### src/rtl/mem_arbiter.sv
// Two-master (instruction fetch / load-store) arbiter for a single-port memory.
// LS normally has priority; a starvation counter eventually forces an IF grant.
module mem_arbiter #(
  parameter int ADDR_W     = 32,
  parameter int DATA_W     = 64,
  parameter int STARVE_MAX = 4
) (
  input  logic                clk,
  input  logic                rst,
  input  logic                if_req_i,
  input  logic [ADDR_W-1:0]   if_addr_i,
  input  logic                if_flush_i,
  output logic                if_gnt_o,
  output logic                if_rvalid_o,
  output logic [DATA_W-1:0]   if_rdata_o,
  input  logic                ls_req_i,
  input  logic                ls_we_i,
  input  logic [ADDR_W-1:0]   ls_addr_i,
  input  logic [DATA_W-1:0]   ls_wdata_i,
  input  logic [DATA_W/8-1:0] ls_wmask_i,
  output logic                ls_gnt_o,
  output logic                ls_rvalid_o,
  output logic [DATA_W-1:0]   ls_rdata_o,
  output logic                mem_en_o,
  output logic                mem_we_o,
  output logic [ADDR_W-1:0]   mem_addr_o,
  output logic [DATA_W-1:0]   mem_wdata_o,
  output logic [DATA_W/8-1:0] mem_wmask_o,
  input  logic [DATA_W-1:0]   mem_rdata_i
);

  localparam int CW = $clog2(STARVE_MAX + 1);
  localparam logic [CW-1:0] SMAX = CW'(STARVE_MAX);

  typedef enum logic [1:0] {OWN_NONE, OWN_IF, OWN_LS} own_t;

  own_t          resp_own, resp_own_nxt;
  logic [CW-1:0] starve_cnt, starve_nxt;
  logic          starved, if_win, ls_win;

  // Grants are qualified by rst so every output stays low while reset is held.
  assign starved = (starve_cnt == SMAX);
  assign if_win  = rst && if_req_i && !if_flush_i && (!ls_req_i || starved);
  assign ls_win  = rst && ls_req_i && !if_win;

  assign if_gnt_o = if_win;
  assign ls_gnt_o = ls_win;

  always_comb begin
    mem_en_o    = 1'b0;
    mem_we_o    = 1'b0;
    mem_addr_o  = '0;
    mem_wdata_o = '0;
    mem_wmask_o = '0;
    if (if_win) begin
      mem_en_o   = 1'b1;
      mem_addr_o = if_addr_i;
    end else if (ls_win) begin
      mem_en_o    = 1'b1;
      mem_we_o    = ls_we_i;
      mem_addr_o  = ls_addr_i;
      mem_wdata_o = ls_wdata_i;
      mem_wmask_o = ls_wmask_i;
    end
  end

  // A flushed-but-requesting IF neither counts as denied nor clears the count.
  always_comb begin
    starve_nxt = starve_cnt;
    if (!if_req_i || if_win)
      starve_nxt = '0;
    else if (!if_flush_i && !starved)
      starve_nxt = starve_cnt + 1'b1;
  end

  always_comb begin
    resp_own_nxt = OWN_NONE;
    if (if_win)
      resp_own_nxt = OWN_IF;
    else if (ls_win && !ls_we_i)
      resp_own_nxt = OWN_LS;
  end

  always_ff @(posedge clk or negedge rst) begin
    if (!rst) begin
      starve_cnt <= '0;
      resp_own   <= OWN_NONE;
    end else begin
      starve_cnt <= starve_nxt;
      resp_own   <= resp_own_nxt;
    end
  end

  assign if_rvalid_o = (resp_own == OWN_IF) && !if_flush_i;
  assign ls_rvalid_o = (resp_own == OWN_LS);
  assign if_rdata_o  = if_rvalid_o ? mem_rdata_i : '0;
  assign ls_rdata_o  = ls_rvalid_o ? mem_rdata_i : '0;

endmodule

### config.mk
export PLATFORM = sky130hd
export DESIGN_NAME = mem_arbiter
export DESIGN_NICKNAME = d
export VERILOG_FILES = /design/src/rtl/mem_arbiter.sv
export SDC_FILE = /design/constraint.sdc
export NUM_CORES = 1
export LEC_CHECK = 0
export BUFFER_PORTS_ARGS = -buffer_cell sky130_fd_sc_hd__buf_2
export CAP_MARGIN = 15
export CORE_AREA = 4 4 169 171
export CTS_CLUSTER_DIAMETER = 200
export DETAILED_ROUTE_END_ITERATION = 8
export DIE_AREA = 0 0 173 175
export GPL_TIMING_DRIVEN = 0
export HOLD_SLACK_MARGIN = 0.15
export SLEW_MARGIN = 20
export SYNTH_ARGS = -nofsm -noshare
export SYNTH_HDL_FRONTEND = slang
export SYNTH_SLANG_ARGS = --single-unit
### constraint.sdc
create_clock -name clk -period 3.5 [get_ports clk]
set_input_delay 0.35 -clock clk [delete_from_list [all_inputs] [get_ports clk]]
set_output_delay 0.35 -clock clk [all_outputs]
set_load 0.02 [all_outputs]
==> results_dict.tcl <==
set metrics [dict create \
    critPathRequiredTime_ps 3150 \
    drtPass1Iterations 5 \
    switchingPower_mw 0.294 \
    slew_headroom_pct 66.8 \
    chipHeight_um 175 \
    combinationalPowerShare_pct 64.0 \
    postLayoutCellArea_um2 4740 \
    worst_r2r_path_depth 6 \
    critical_path.reg2reg.startpoint "starve_cnt[0]" \
    cellLeakagePower_nw 3.03 \
    ys_seq_elements 5 \
    timing.hold.worst.start "ls_we_i" \
    hold_buffers 1 \
    synth_fp_nets 496 \
    die_area_um2 30300 \
    clock_sinks 5 \
    final_min_period_over_clock_period_pct 78.0 \
    hold_path_depth 2 \
    pwr-share-clk_pct 26.9 \
    root_driver "sky130_fd_sc_hd__clkbuf_16" \
    post-cts-setup-buffers 0 \
    startpoint "rst" \
    min_to "resp_own[1]" \
    timing_worst_setup_path_type "in -> out" \
    drive_above_1_share_pct 62.2 \
    antenna_found_initial 17 \
    io_pins 444 \
    dpl.cell_count 1072 \
    routed_wl_um 19900 \
    placement.cell_area_um2 4640 \
    wire_per_inst_um 18.4 \
    timing_hold_violations_final 0 \
    power_per_cell_area_nw_per_um2 148 \
    grtUsageMet1_pct 12.6 \
    rsz0062_at_grt "false" \
    areaGrowthSynthToFinish_pct 137 \
    use_met2_pct 22.9 \
    fmax_mhz 367 \
    timing.hold.worst.class "in -> reg" \
    layout_min_cycle_time_ps 2730 \
    timing.rr.end "resp_own[1]" \
    drt_iter0_markers 97 \
    rrSetupSlack_ps 1780 \
    fin_skew_ps 0.784 \
    seq_total_area_yosys_pct 6.26 \
    timing.final.max_slew_violations 0 \
    cts_buffer_depth 2 \
    fin_worst_hold_slack_ps 437 \
    pin_count_of_the_biggest_net_entering_global_routing 12 \
    avgSynthCellArea_um2 6.94 \
    vias 3837 \
    drc_errors 0 \
    insertion_delay_ps 230 \
    synth_cells 288 \
    path_max_fanout 10 \
    global_route.usage.total_pct 12.2 \
    effective_utilization_at_floorplan_pct 7.44 \
    grt.busiest_layer "met2" \
    mappedNetlistArea_um2 2000 \
    setup_violations 0 \
    timing.critical_path.from_type "input port" \
    hpwlAfterDp_um 18900 \
    wire_length_of_the_first_global_routing_pass_um 27300 \
    htreeDepth 1 \
    count_of_buffers_inserted_at_the_top_level_ports 443 \
    fillers 3109 \
    synthesis.yosys.warnings 0 \
    post-place-ws_ps 1030 \
    grt_overflow_total 0 \
    status "finished, final reports clean" \
    grt.met3_usage_pct 5.26 \
    place_congestion 0.844 \
    die_w_um 173 \
    fin_nets 945 \
    vias_in_the_first_global_route 3916 \
    power.share.sequential_pct 9.1 \
    worst_setup_hold_path_clk_slew_ps 30 \
    power.switching_fraction_pct 42.0 \
    cts_tree "yes" \
    floorplan.rows 60 \
    floorplan.core_area_um2 26900 \
    worst_slew_pin_slew_ps 497 \
    maxCapViolations 0 \
    crit_arrival_ps 2380 \
    vdd_ir_drop_max_mv 0.0820 \
    synth.lib_cells_used.distinct 24 \
    cts_buffers 3 \
    cell_internal_pwr_mw 0.406 \
    route.detailed.vias_per_inst 3.55 \
    final.setup.worst_slack_ps 772 \
    final-instance-count-excl-fill 1080 \
    fin_tns_setup_ps 0 \
    post_cts_resized 0 \
    antenna_violating_nets_post_route 0 \
    worstSetupEndpointType "output pin" \
]
## synthesized netlist by cell type
cell,n,share of area [%]
sky130_fd_sc_hd__buf_6,4,2.3
sky130_fd_sc_hd__clkbuf_1,19,3.6
sky130_fd_sc_hd__nor4b_1,1,0.44
sky130_fd_sc_hd__nand2b_1,1,0.31
sky130_fd_sc_hd__mux2i_1,1,0.50
sky130_fd_sc_hd__nand2_2,1,0.31
sky130_fd_sc_hd__xnor2_1,1,0.44
sky130_fd_sc_hd__nand2_1,1,0.19
sky130_fd_sc_hd__nand3b_1,1,0.38
sky130_fd_sc_hd__dfrtp_1,5,6.3
sky130_fd_sc_hd__and2_1,201,63
sky130_fd_sc_hd__a41oi_4,1,1.4
sky130_fd_sc_hd__a22o_1,32,14
sky130_fd_sc_hd__nor4bb_1,1,0.50
sky130_fd_sc_hd__ha_1,2,1.3
sky130_fd_sc_hd__nor3b_1,3,1.1
sky130_fd_sc_hd__buf_2,1,0.25
sky130_fd_sc_hd__buf_4,3,1.1
sky130_fd_sc_hd__nor2b_1,1,0.31
sky130_fd_sc_hd__a21oi_4,1,0.81
sky130_fd_sc_hd__clkbuf_2,1,0.25
sky130_fd_sc_hd__a21oi_1,2,0.50
sky130_fd_sc_hd__inv_1,3,0.56
sky130_fd_sc_hd__and2b_1,1,0.38
## power groups by stage
stage | clock [mW] | sequential, mW | combinational (mW)
floorplan | 0 | 0.0639 | 0.212
global placement | 0 | 0.0641 | 0.447
detailed placement | 0 | 0.0644 | 0.454
CTS | 0.196 | 0.0637 | 0.456
global route | 0.202 | 0.0642 | 0.485
finish | 0.188 | 0.0638 | 0.448
## kinds of logic after synthesis
logic type | Yosys count | synth area share, %
flops | 5 | 6.26
fa+ha+maj | 2 | 1.25
buf+inv | 31 | 8.01
simple gates | 212 | 66.8
xor+xnor | 1 | 0.438
compound gates | 36 | 16.7
mux | 1 | 0.501
## metal layers
layer	wire length (um)	vias to the layer above
li1	-	1820
met1	7090	1662
met4	370	22
met3	2310	46
met5	121	-
met2	10000	287
## worst max-delay path by stage
stage,to,slack (ps)
floorplan,mem_addr_o[23],1630
global placement,if_rdata_o[8],1020
detailed placement,if_rdata_o[8],1030
CTS,mem_wdata_o[9],630
global route,mem_wdata_o[9],570
finish,mem_wdata_o[9],770
## placed cells by master (no fill, tap or decap), types with 2 or more instances in the layout
cell type,instances
sky130_fd_sc_hd__clkbuf_1,20
sky130_fd_sc_hd__buf_6,4
sky130_fd_sc_hd__nor3b_1,3
sky130_fd_sc_hd__inv_1,3
sky130_fd_sc_hd__buf_4,3
sky130_fd_sc_hd__ha_1,2
sky130_fd_sc_hd__and2_1,201
sky130_fd_sc_hd__a21oi_1,2
sky130_fd_sc_hd__diode_2,3
sky130_fd_sc_hd__buf_2,444
sky130_fd_sc_hd__a22o_1,32
sky130_fd_sc_hd__clkbuf_16,3
sky130_fd_sc_hd__dfrtp_1,5
## per-stage QoR
stage	utilization, %	total power [mW]
finish	17.6	0.700
global route	17.6	0.751
CTS	17.6	0.715
detailed placement	17.3	0.519
global placement	17.3	0.512
floorplan	-	0.276
## critical path: stages
cell	delay, ps
sky130_fd_sc_hd__dlygate4sd3_1	520
sky130_fd_sc_hd__buf_2	210
sky130_fd_sc_hd__nand2_2	100
sky130_fd_sc_hd__a41oi_4	430
sky130_fd_sc_hd__clkbuf_1	360
sky130_fd_sc_hd__and2_1	180
sky130_fd_sc_hd__buf_2	210
## sequential cells by signal, summed over array words and instances, names as in the netlist
signal and count:
resp_own 2, starve_cnt 3
## final cells by class
cell class                 instances  area (um2)  share of cell area, %
clock buffer                       4        78.8                   1.66
tap                              341         427                   9.00
timing repair buffer             444        2230                   47.0
buffer                            28         149                   3.14
antenna                            3        7.51                  0.158
sequential                         5         125                   2.64
multi-input combinational        252        1710                   36.2
inverter                           3        11.3                  0.238
No activity file was read; power rests on OpenSTA's default activity.
